$ cat src/rtl/mips_pkg.sv
// Shared encodings for the MIPS decoders: opcodes, ALU control ops, mux selects and
// multicycle FSM state encodings.
package mips_pkg;

    localparam logic [5:0] OP_RTYPE = 6'b000000;
    localparam logic [5:0] OP_LW    = 6'b100011;
    localparam logic [5:0] OP_SW    = 6'b101011;
    localparam logic [5:0] OP_BEQ   = 6'b000100;
    localparam logic [5:0] OP_ADDI  = 6'b001000;
    localparam logic [5:0] OP_ANDI  = 6'b001100;
    localparam logic [5:0] OP_SLTI  = 6'b001010;
    localparam logic [5:0] OP_ORI   = 6'b001101;
    localparam logic [5:0] OP_J     = 6'b000010;

    localparam logic [2:0] ALOP_ADD   = 3'b000;
    localparam logic [2:0] ALOP_SUB   = 3'b001;
    localparam logic [2:0] ALOP_SLT   = 3'b010;
    localparam logic [2:0] ALOP_AND   = 3'b101;
    localparam logic [2:0] ALOP_OR    = 3'b110;
    localparam logic [2:0] ALOP_FUNCT = 3'b111;

    localparam logic [1:0] ALUB_REGB    = 2'b00;
    localparam logic [1:0] ALUB_FOUR    = 2'b01;
    localparam logic [1:0] ALUB_IMM     = 2'b10;
    localparam logic [1:0] ALUB_IMM_SH2 = 2'b11;

    localparam logic [1:0] PCSRC_ALU    = 2'b00;
    localparam logic [1:0] PCSRC_ALUOUT = 2'b01;
    localparam logic [1:0] PCSRC_JUMP   = 2'b10;

    typedef enum logic [3:0] {
        StFetch  = 4'd0,
        StDecode = 4'd1,
        StMemAdr = 4'd2,
        StMemRd  = 4'd3,
        StMemWb  = 4'd4,
        StMemWr  = 4'd5,
        StExec   = 4'd6,
        StAluWb  = 4'd7,
        StBranch = 4'd8,
        StImmEx  = 4'd9,
        StImmWb  = 4'd10,
        StJump   = 4'd11,
        StTrap   = 4'd15
    } state_e;

    // ALU op for the I-type arithmetic/logic group; add for anything else.
    function automatic logic [2:0] imm_alop(input logic [5:0] op);
        case (op)
            OP_ANDI: imm_alop = ALOP_AND;
            OP_SLTI: imm_alop = ALOP_SLT;
            OP_ORI:  imm_alop = ALOP_OR;
            default: imm_alop = ALOP_ADD;
        endcase
    endfunction

endpackage

$ cat src/rtl/mips_multiciclo_ctrl.sv
// Multicycle MIPS main control: Moore FSM driving the shared-ALU / unified-memory datapath,
// with memory wait states, jumps and a sticky illegal-opcode trap.
module mips_multiciclo_ctrl
    import mips_pkg::*;
#(
    parameter int unsigned OPW   = 6,
    parameter int unsigned ALOPW = 3,
    parameter int unsigned STW   = 4
) (
    input  logic             clk,
    input  logic             rst,
    input  logic [OPW-1:0]   op,
    input  logic             mem_ready,
    output logic             pcwrite,
    output logic             pcwritecond,
    output logic             iord,
    output logic             memread,
    output logic             memwrite,
    output logic             irwrite,
    output logic             memreg,
    output logic             regdst,
    output logic             regwrite,
    output logic             alusrca,
    output logic [1:0]       alusrcb,
    output logic [1:0]       pcsrc,
    output logic [ALOPW-1:0] alop,
    output logic             illegal,
    output logic [STW-1:0]   state
);

    state_e     state_q, state_d;
    logic [5:0] opc;
    logic [2:0] alop_c;

    assign opc   = 6'(op);
    assign alop  = ALOPW'(alop_c);
    assign state = STW'(state_q);

    always_ff @(posedge clk) begin
        if (rst) begin
            state_q <= StFetch;
        end else begin
            state_q <= state_d;
        end
    end

    always_comb begin
        state_d = state_q;
        case (state_q)
            StFetch:  if (mem_ready) state_d = StDecode;
            StDecode: begin
                case (opc)
                    OP_LW, OP_SW:                      state_d = StMemAdr;
                    OP_RTYPE:                          state_d = StExec;
                    OP_BEQ:                            state_d = StBranch;
                    OP_ADDI, OP_ANDI, OP_SLTI, OP_ORI: state_d = StImmEx;
                    OP_J:                              state_d = StJump;
                    default:                           state_d = StTrap;
                endcase
            end
            StMemAdr: state_d = (opc == OP_LW) ? StMemRd : StMemWr;
            StMemRd:  if (mem_ready) state_d = StMemWb;
            StMemWb:  state_d = StFetch;
            StMemWr:  if (mem_ready) state_d = StFetch;
            StExec:   state_d = StAluWb;
            StAluWb:  state_d = StFetch;
            StBranch: state_d = StFetch;
            StImmEx:  state_d = StImmWb;
            StImmWb:  state_d = StFetch;
            StJump:   state_d = StFetch;
            StTrap:   state_d = StTrap;
            default:  state_d = StFetch;
        endcase
    end

    always_comb begin
        pcwrite     = 1'b0;
        pcwritecond = 1'b0;
        iord        = 1'b0;
        memread     = 1'b0;
        memwrite    = 1'b0;
        irwrite     = 1'b0;
        memreg      = 1'b0;
        regdst      = 1'b0;
        regwrite    = 1'b0;
        alusrca     = 1'b0;
        alusrcb     = ALUB_REGB;
        pcsrc       = PCSRC_ALU;
        alop_c      = ALOP_ADD;
        illegal     = 1'b0;
        // Reset suppresses every strobe so an interrupted instruction never writes back.
        if (!rst) begin
            case (state_q)
                StFetch: begin
                    memread = 1'b1;
                    alusrcb = ALUB_FOUR;
                    irwrite = mem_ready;
                    pcwrite = mem_ready;
                end
                StDecode: alusrcb = ALUB_IMM_SH2;
                StMemAdr: begin
                    alusrca = 1'b1;
                    alusrcb = ALUB_IMM;
                end
                StMemRd: begin
                    iord    = 1'b1;
                    memread = 1'b1;
                end
                StMemWb: begin
                    regwrite = 1'b1;
                    memreg   = 1'b1;
                end
                StMemWr: begin
                    iord     = 1'b1;
                    memwrite = 1'b1;
                end
                StExec: begin
                    alusrca = 1'b1;
                    alop_c  = ALOP_FUNCT;
                end
                StAluWb: begin
                    regwrite = 1'b1;
                    regdst   = 1'b1;
                end
                StBranch: begin
                    alusrca     = 1'b1;
                    alop_c      = ALOP_SUB;
                    pcwritecond = 1'b1;
                    pcsrc       = PCSRC_ALUOUT;
                end
                StImmEx: begin
                    alusrca = 1'b1;
                    alusrcb = ALUB_IMM;
                    alop_c  = imm_alop(opc);
                end
                StImmWb: regwrite = 1'b1;
                StJump: begin
                    pcwrite = 1'b1;
                    pcsrc   = PCSRC_JUMP;
                end
                StTrap:  illegal = 1'b1;
                default: ;
            endcase
        end
    end

endmodule

$ cat config.mk
export PLATFORM = sky130hd
export DESIGN_NAME = mips_multiciclo_ctrl
export DESIGN_NICKNAME = d
export VERILOG_FILES = /design/src/rtl/mips_pkg.sv /design/src/rtl/mips_multiciclo_ctrl.sv
export SDC_FILE = /design/constraint.sdc
export NUM_CORES = 1
export LEC_CHECK = 0
export ABC_CLOCK_PERIOD_IN_PS = 2900
export CAP_MARGIN = 20
export CORE_ASPECT_RATIO = 1.1
export CORE_UTILIZATION = 44
export DETAILED_ROUTE_END_ITERATION = 7
export PLACE_DENSITY_LB_ADDON = 0.3
export SLEW_MARGIN = 30
export SYNTH_ARGS = -nofsm -noshare
export SYNTH_HDL_FRONTEND = slang
export SYNTH_SLANG_ARGS = --single-unit
$ cat constraint.sdc
create_clock -name clk -period 2.9 [get_ports clk]
set_input_delay 0.87 -clock clk [delete_from_list [all_inputs] [get_ports clk]]
set_output_delay 0.87 -clock clk [all_outputs]
set_load 0.03 [all_outputs]
Word level (Yosys, flattened, before mapping)
Index checks and enable logic that the tools add are counted.
Storage, ports and cells
  register bits after elaboration: 4
  input port bits: 9
  output and inout bits: 22
  word-level logic and storage cells: 69
Cells by class
  eq/ne operators: 23
  muxes and demuxes: 35
  reductions and logical operators: 10
Operators with widths (count)
  $pmux 4 s8: 1
  $eq 6x4->1 const B: 4
  $mux 1: 21
  $eq 4x4->1 const B: 5
  $pmux 4 s5: 1
  $pmux 3 s3: 2
  $eq 4x3->1 const B: 4
  $eq 6x6->1 const B: 2
  $mux 4: 3
  $eq 4x2->1 const B: 2
  $reduce_or 2->1: 4
  $reduce_or 4->1: 2
  $eq 6x2->1 const B: 1
  $eq 6x3->1 const B: 1
  $logic_not 6->1: 1
  $mux 3: 2
  $ne 2x2->1 const B: 3
  $pmux 2 s3: 1
  $eq 4x1->1 const B: 1
  $logic_not 4->1: 1
  $mux 2: 2
  $pmux 2 s2: 1
  $reduce_and 3->1: 1
  $reduce_or 3->1: 1
  $pmux 1 s2: 1

Longest topological paths before layout
  depth after elaboration: 4
  gate-level depth with buffers: 6
  mapped depth without buffers: 4

Least setup slack after synthesis
OpenSTA, ideal clock, no wires.
  kind: input to output
  start point: in rst
  end point: out pcsrc[0]
  data arrival time: 2410 ps
  required time: 2030 ps
  slack: -380 ps
  stages on the path: 3
  buffers on the path: 2
  cell sequence: buf_1 nor4_1 buf_4
Between the ends
  longest elaborated chain between the ends: 1
Ends and longest elaborated chain
  start, declared: RTL line mips_multiciclo_ctrl.sv:11  | input logic rst,
  $mux 2: RTL line mips_multiciclo_ctrl.sv:92  | if (!rst) begin
  end, declared: RTL line mips_multiciclo_ctrl.sv:25  | output logic [1:0] pcsrc,
Every way passes these cells.

Worst setup path after layout
  start point: in op[2]
  end point: out alop[1]
Between the ends
  longest elaborated chain between the ends: 4
  elaborated cells between the ends (all ways): 6
  classes of those cells: eq/ne: 3; mux: 3
Ends and longest elaborated chain
  start, declared: RTL line mips_multiciclo_ctrl.sv:12  | input logic [OPW-1:0] op,
  $eq 6x4->1: RTL line mips_pkg.sv:49  | case (op)
  $pmux 3 s3 *: RTL line mips_pkg.sv:49
  $pmux 3 s3 *: RTL line mips_multiciclo_ctrl.sv:93  | case (state_q)
  $mux 3 *: RTL line mips_multiciclo_ctrl.sv:92
  end, declared: RTL line mips_multiciclo_ctrl.sv:26  | output logic [ALOPW-1:0] alop,
Every way passes the cells marked *; elsewhere a longest branch is shown, timed or not.

==> impl_metrics.toml <==
[run_status]
status = "finished, final reports clean"

[setup_path]
r2r_slack_ns = 1.44
endpoint = "alop[1]"
startpoint = "op[2]"
reg2reg_depth = 5
rr_endpoint = "state[2]"
critPathMaxFanout = 5
crit_path_end_kind = "output pin"
r2r_start = "state[1]"
crit_path_start_kind = "primary input"
worstPathRequired_ns = 2.03
crit_type = "primary input to output pin"
critPathArrivalTime_ns = 1.96

[routing]
vias_per_cell = 5.91
dr.pass1.iters = 4
wl_per_cell_microns = 13.4
vias = 957
drc = 0
drt_iter0_markers = 12
totalWireLength_microns = 2180
ant_nets = 0

[synthesis]
synth.distinct_cells = 43
synth_ff_type = "dfxtp_1"
synth_edf_count = 0
netlist_area_sq_um = 707
async_flop_share_pct = 0
postSynthCellCount = 107
ys_warn_count = 0
syn_nets = 116
avgSynthCellArea_sq_um = 6.61
ys_seq_elements = 4
seq_area_frac_synth_pct = 11.3

[sta]
fin_crit_ns = 2.83
max-slew-margin-rel_pct = 76.9
fin_skew_ns = 0.00381
setup_viol = 0
hold_viol_final = 0
worstMarginPinSlew_ns = 0.344
drv_slew = 0
rsz0062_at_grt = "false"
hold_slack_ns = 0.588
min_period_over_period_pct = 97.4
fmax_mhz = 354
final.setup.worst_slack_ns = 0.0746

[clocking]
cts_tree = "built"
hold_buffers = 0
cts_buffers = 3
clkLatencyLatePin_ns = 0.23
clock_sinks = 4
root_buffer = "clkbuf_4"
path_clk_slew_ns = 0.04
htreeDepth = 1
clk_path_buf_depth = 2

[placement]
dp_slack_ns = -0.458
portBuffers = 30
dp_hpwl_microns = 1570
place_congestion = 0.828

[floorplan]
die-area_sq_mm = 0.00177
die_y_microns = 44.0
ios = 31
fp.dieW_microns = 40.2
rows = 14
initial_core_util_pct = 49.2
core_area_sq_mm = 0.00144

[global_routing]
grt_pass1_vias = 834
grt_overflow = 0
grt_max_degree = 22
antenna_found_initial = 0
grt_use_total_pct = 26.9
grt_first_pass_wirelength_microns = 3480

[layout]
largest_reg_flops = 4
area_growth_pct = 57.7
mostFrequentLayoutCell = "buf_4"
layout_common_cells = "buf_4 (35), nand2_1 (9), a21oi_1 (8), nor2_1 (8)"
diodes = 0
num-nets-final = 157
layout-drive-gt1-share_pct = 34.2

[min_path]
hold_class = "register to register"

[pwr]
leakagePower_nw = 0.478
ir_drop_mv = 0.395
power_density_mw_per_mm2 = 804

[flow_run]
drv_cap = 0
[report_power, final]
group | switching, mW | internal, mW | leakage, nW | total [mW]
combinational | 0.422 | 0.293 | 0.431 | 0.716
clock | 0.0223 | 0.0463 | 0.0138 | 0.0686
sequential | 0.0342 | 0.0777 | 0.0329 | 0.112
total | 0.479 | 0.417 | 0.478 | 0.896
[per-stage QoR]
step | util, % | TNS [ns] | cells | cell area [sq um] | total power, mW
2_1_floorplan | - | -0.229 | 107 | 719 | 0.607
3_3_place_gp | 73.7 | -0.719 | 158 | 1060 | 0.803
4_1_cts | 76.2 | 0 | 161 | 1090 | 0.893
5_1_grt | 77.6 | 0 | 162 | 1110 | 0.961
3_5_place_dp | 73.7 | -0.869 | 158 | 1060 | 0.816
6_report | 77.6 | 0 | 162 | 1110 | 0.896
[worst max-delay path, stage by stage]
cell           delay, ns
dlygate4sd2_1       0.31
nand2b_1            0.17
mux2i_1             0.16
nand3_1             0.11
a21oi_1             0.16
buf_4               0.17
[area by class of cell]
type	instances	area, sq um
inverters	1	3.75
well taps	16	20.0
repair buffers	48	387
flip-flops and latches	4	80.1
multi-input cells	90	602
fillers	124	322
clock buffers	3	22.5
[worst min path at each step]
stage | startpoint | to | cells past startpoint
6_report | state[2] | state[2] | 2
4_1_cts | state[2] | state[2] | 2
3_3_place_gp | state[2] | state[2] | 2
3_5_place_dp | state[2] | state[2] | 2
5_1_grt | state[2] | state[2] | 2
2_1_floorplan | state[0] | state[0] | 3
[kinds of logic (layout without fill, tap and decap cells)]
group	after synthesis	in the layout	share of synthesized area, %
AND/OR/NAND/NOR	54	54	43.5
AO/OA/AOI/OAI	32	32	30.1
buffers and inverters	13	52	9.91
flip-flops	4	4	11.3
XOR/XNOR	3	3	3.72
multiplexers	1	1	1.42
[synthesized netlist by cell type, types with 3 or more instances]
cell type,count,area share [%]
clkbuf_1,3,1.6
nor3_1,4,2.8
a21oi_1,8,5.7
nor2_1,9,4.8
nand2b_1,7,6.2
o21ai_0,6,4.2
a211oi_1,3,3.2
buf_2,5,3.5
nor4_1,6,5.3
nor3b_1,3,3.2
dfxtp_1,4,11
nand2_1,10,5.3
[metal layers]
layer | share of wire, % | wire length [microns] | up-vias | track usage, %
met2 | 55 | 1190 | 41 | 47.7
met1 | 41 | 883 | 440 | 32.9
met4 | 0 | 0 | 0 | 9.33
met3 | 4.7 | 102 | 0 | 2.01
met5 | 0 | 0 | - | 0
li1 | - | - | 476 | -
[repair_timing]
item | 4_1_cts | 5_1_grt
gates resized for setup | 14 | 4
endpoints found under the setup margin | 5 | 3
setup buffers | 0 | 1
pin swaps | 1 | 3
(Power assumes the default switching activity.)
==> patch 1, RTL diff (same settings) <==
The parameter `ALOPW` goes from 3 to 5.
--- a/src/rtl/mips_multiciclo_ctrl.sv
+++ b/src/rtl/mips_multiciclo_ctrl.sv
@@ -4,7 +4,7 @@
     import mips_pkg::*;
 #(
     parameter int unsigned OPW   = 6,
-    parameter int unsigned ALOPW = 3,
+    parameter int unsigned ALOPW = 5,
     parameter int unsigned STW   = 4
 ) (
     input  logic             clk,
Ports: changed (resized alop); port bits go from 31 to 33. No check against the original RTL was run, so the function may have changed too.
==> patch 1 against the unedited design <==
Final cell count grew 1.2%. Global-route usage fell by 3.6 points. Final area up 0.22%. Worst setup slack lost 0.013 ns. Total power rose by 0.37%. Sequential power hardly changed. Routed wire length is 5.8% lower. Core utilization fell by 5.9 points. Largest cell class unchanged. Sequential cell count did not move. Area after synthesis up 2.7%. Fmax shrank 0.46%.
==> patch 1: results (changes against the unedited design) <==
Critical path
  – Worst-path fanout max: 3 (-2)
  – Reg-to-Reg End: state[2]
  – CP top delay family: buffers and inverters
  – Max stage delay on crit path: 0.47 ns (+0.16 ns)
  – Critical path's slowest cell: clkdlybuf4s50_1
  – R2r startpoint: state[0]
  – R2R Setup Slk: 1.37 ns (-0.07 ns)
  – Worst setup path endpoint: alop[0]
  – Worst setup startpoint: op[3]
  – R2R cell count: 4 (-1)

Global routing
  – Largest net degree at the start of global routing: 22 (unchanged)
  – Gr usage total: 23.4% (-3.6 points)
  – First-pass GRT wire length: 3.00 mm (-14%)
  – Vias in the first global route: 742 (-11%)

Final layout
  – Fill count: 158 (+27%)
  – Sequential share of cell area: 7.17% (-0.016 points)
  – Leading cell kind: multi-input combinational cells
  – NonClk Buf Share: 34.7% (about the same)
  – Layout clock buffer count: 3 (unchanged)
  – Clk tree area frac: 2.02% (-0.0045 points)
  – Number of non-clock buffers: 47 (-2.1%)
  – Layout cells sized above 1: 33.3% (-0.91 points)
  – Nets: 158 (+0.64%)
  – Comb_multi_in: 92 (+2.2%)
  – Area of the multi-input gates: 602 sq um (unchanged)

Timing
  – Fmax: 352 MHz (-0.46%)
  – Clock Skews: 0.00155 ns (-0.00226 ns)

Logic synthesis
  – Number of distinct library cells after synthesis: 44 (+2.3%)
  – Top cells by area, synth: dfxtp_1 (11%), nand2b_1 (6.0%), a21oi_1 (5.5%)
  – Seq/Total Area, Yosys: 11.0% (-0.29 points)
  – Avg Cell Area, Syn: 6.60 sq um (-0.14%)

Power
  – P_comb: 0.000720 W (+0.6%)
  – NetSw: 0.000476 W (-0.55%)
  – Peak VDD IR: 0.299 mV (-24%)
  – Leakage: 0.473 nW (-0.94%)
  – Tot Pwr: 0.000900 W (+0.37%)

Detailed routing
  – Vias: 962 (+0.52%)
  – Vias per cell: 5.87 (-0.70%)
  – DR iter-0 viols: 22 (+10)
  – Post-Route WL: 2.05 mm (-5.8%)
  – DRT Pass-1 Iters: 4 (unchanged)

Place
  – Place WS: -0.462 ns (-0.00397 ns)
  – Gp weighted congestion: 0.806 (-2.7%)
  – Dpl hpwl: 1.48 mm (-5.4%)
  – Placed cell areas: 1070 sq um (+0.83%)
  – Dpl cells: 161 (+1.9%)

CTS
  – H-tree depth: 1 (unchanged)
  – Clock-pin slew on the worst setup and hold paths: 0.04 ns (about the same)
  – # resized after CTS: 11 (-3)

Floorplan
  – Die ar.: 1820 sq um (+2.5%)

Outcome
  – Status: finished clean

Hold path
  – Min-Delay Path Depth: 3 (+1)
## patch 1: per-layer routing
metal / part of all wire [%] / vias to the layer above / GRT usage [%]
met4: 1.2 / 0 / 10.0
met3: 4.1 / 4 / 2.01
met1: 43 / 446 / 26.6
li1: - / 480 / -
met5: 0 / - / 0
met2: 52 / 32 / 41.9
## patch 1: cells by family (layout without fill, tap and decap cells)
logic type                count (synthesis)  count (layout)  share of synthesized area [%]
and+or+nand+nor                          54              54                           42.4
AOI/OAI and AO/OA                        32              32                           29.3
buffers and inverters                    15              51                           11.7
DFF                                       4               4                           11.0
xor gates and xnor gates                  3               3                           3.62
other                                     1               2                          0.517
muxes                                     1               1                           1.38
## patch 1: worst min-delay path by stage
stage | startpoint | slack (ns) | end
finish | state[1] | 0.68 | state[0]
global route | state[1] | 0.73 | state[0]
CTS | state[1] | 0.68 | state[0]
detailed placement | state[1] | 0.68 | state[0]
global placement | state[2] | 0.69 | state[2]
floorplan | state[0] | 0.80 | state[0]
==> patch 2, RTL diff (same settings) <==
Without the edit above. Reset style: asynchronous (`rst`), changed in one clocked block.
--- a/src/rtl/mips_multiciclo_ctrl.sv
+++ b/src/rtl/mips_multiciclo_ctrl.sv
@@ -36,7 +36,7 @@
     assign alop  = ALOPW'(alop_c);
     assign state = STW'(state_q);
 
-    always_ff @(posedge clk) begin
+    always_ff @(posedge clk or posedge rst) begin
         if (rst) begin
             state_q <= StFetch;
         end else begin
Formal check against the unedited RTL: differs if rst is asserted again (counterexample within 4 cycles, from zero or initial values and one cycle with rst high); with rst held inactive, the same outputs for 10 cycles.
==> patch 2 against the unedited design <==
Worst setup slack better by 0.0087 ns. Total power rose by 5.5%. Sequential cell count is the same. Non-clock buffer count is 2 lower. Routed wire length grew 4.5%. Largest cell class unchanged. Area after synthesis decreased by 5.0%. Via count down 3.9%. Fmax rose by 0.31%. Final area decreased by 4.7%. Clock skew rose by 0.0024 ns.
==> patch 2: results (changes against the unedited design) <==
Power
  – Seq pwr: 0.000130 W (+16%)
  – Peak VDD IR: 0.585 mV (+48%)
  – Clock group: 0.0000756 W (+10%)
  – Int Power: 0.000416 W (-0.26%)

Critical path
  – Critical path's slowest cell: clkdlybuf4s50_1
  – Worst-path fanout max: 2 (-3)
  – Worst setup startpoint: mem_ready
  – R2r startpoint: state[2]
  – Max stage delay on crit path: 0.43 ns (+0.12 ns)

Logic synthesis
  – Number of distinct library cells after synthesis: 41 (-4.7%)
  – Mapped Area: 672 sq um (-5.0%)
  – Dominant synthesized flop cell: dfrtp_1
  – Mapped Nets: 107 (-7.8%)
  – Synth cell count leaders: nor2_1 (11), nor3_1 (10), inv_1 (6)
  – Top cells by area, synth: dfrtp_1 (15%), nor3_1 (7.4%), nor2_1 (6.1%)
  – Asr flop ratio synth: 100% (+100 points)
  – Seq/Total Area, Yosys: 14.9% (+3.6 points)

Detailed routing
  – Top Layer Used: met4
  – DR iter-0 viols: 28 (+16)
  – Post-Route WL: 2.28 mm (+4.5%)
  – M1 WL: 815 microns (-7.7%)
  – WL met3: 151 microns (+48%)

Global routing
  – First-pass GRT wire length: 3.85 mm (+11%)
  – Vias in the first global route: 896 (+7.4%)
  – Met1 Use GR: 33.2% (+0.31 points)
  – Largest net degree at the start of global routing: 19 (-14%)
  – Gr usage total: 32.3% (+5.3 points)
  – GR Util met2: 59.7% (+12 points)

Final layout
  – Max reg flops: 4 (unchanged)
  – Number of non-clock buffers: 46 (-4.2%)
  – Fill count: 119 (-4.0%)
  – Clk tree area frac: 2.12% (+0.10 points)
  – Nets: 148 (-5.7%)
  – Layout cells sized above 1: 35.0% (+0.79 points)
  – Multi-input gate share of the layout cell area: 49.4% (-4.6 points)
  – Comb_multi_in: 78 (-13%)

CTS
  – CTS tree: built
  – # resized after CTS: 17 (+3)
  – Worst-Skew Late Latency: 0.25 ns (+0.02 ns)

Place
  – Placed cell areas: 1030 sq um (-2.6%)
  – Dpl hpwl: 1.66 mm (+6.0%)
  – Place WS: -0.469 ns (-0.0116 ns)

Timing
  – Slew @ Worst Pin: 0.314 ns (-0.0300 ns)
  – Clock Skews: 0.00617 ns (+0.00236 ns)

Outcome
  – Status: finished clean

Hold path
  – Hold Startpoint: state[1]
==> patch 2: final timing paths <==
check | endpoint | cells past startpoint | slack, ns
min in group asynchronous | state[2] | 4 | 0.95
worst max register to register | state[2] | 5 | 1.01
worst min-delay path | state[2] | 2 | 0.82
worst min register to register | state[2] | 2 | 0.82
max in group asynchronous | state[3] | 4 | 1.80
worst max-delay path | pcwrite | 4 | 0.08
==> patch 2: cell families (layout without fill, tap and decap cells) <==
logic type | after synthesis | after routing | synth area share, %
fa+ha+maj | 1 | 1 | 1.49
xor+xnor | 2 | 2 | 2.61
flops | 4 | 4 | 14.9
mux | 1 | 1 | 1.49
simple gates | 48 | 48 | 38.7
buf+inv | 16 | 55 | 12.5
compound gates | 26 | 26 | 28.3
==> patch 2: metrics by stage <==
stage / instances / power, W / util [%]
floorplan: 98 / 0.000613 / -
global placement: 150 / 0.000835 / 73.6
detailed placement: 150 / 0.000852 / 73.6
CTS: 153 / 0.000942 / 76.0
global route: 153 / 0.00100 / 75.8
finish: 153 / 0.000946 / 75.8
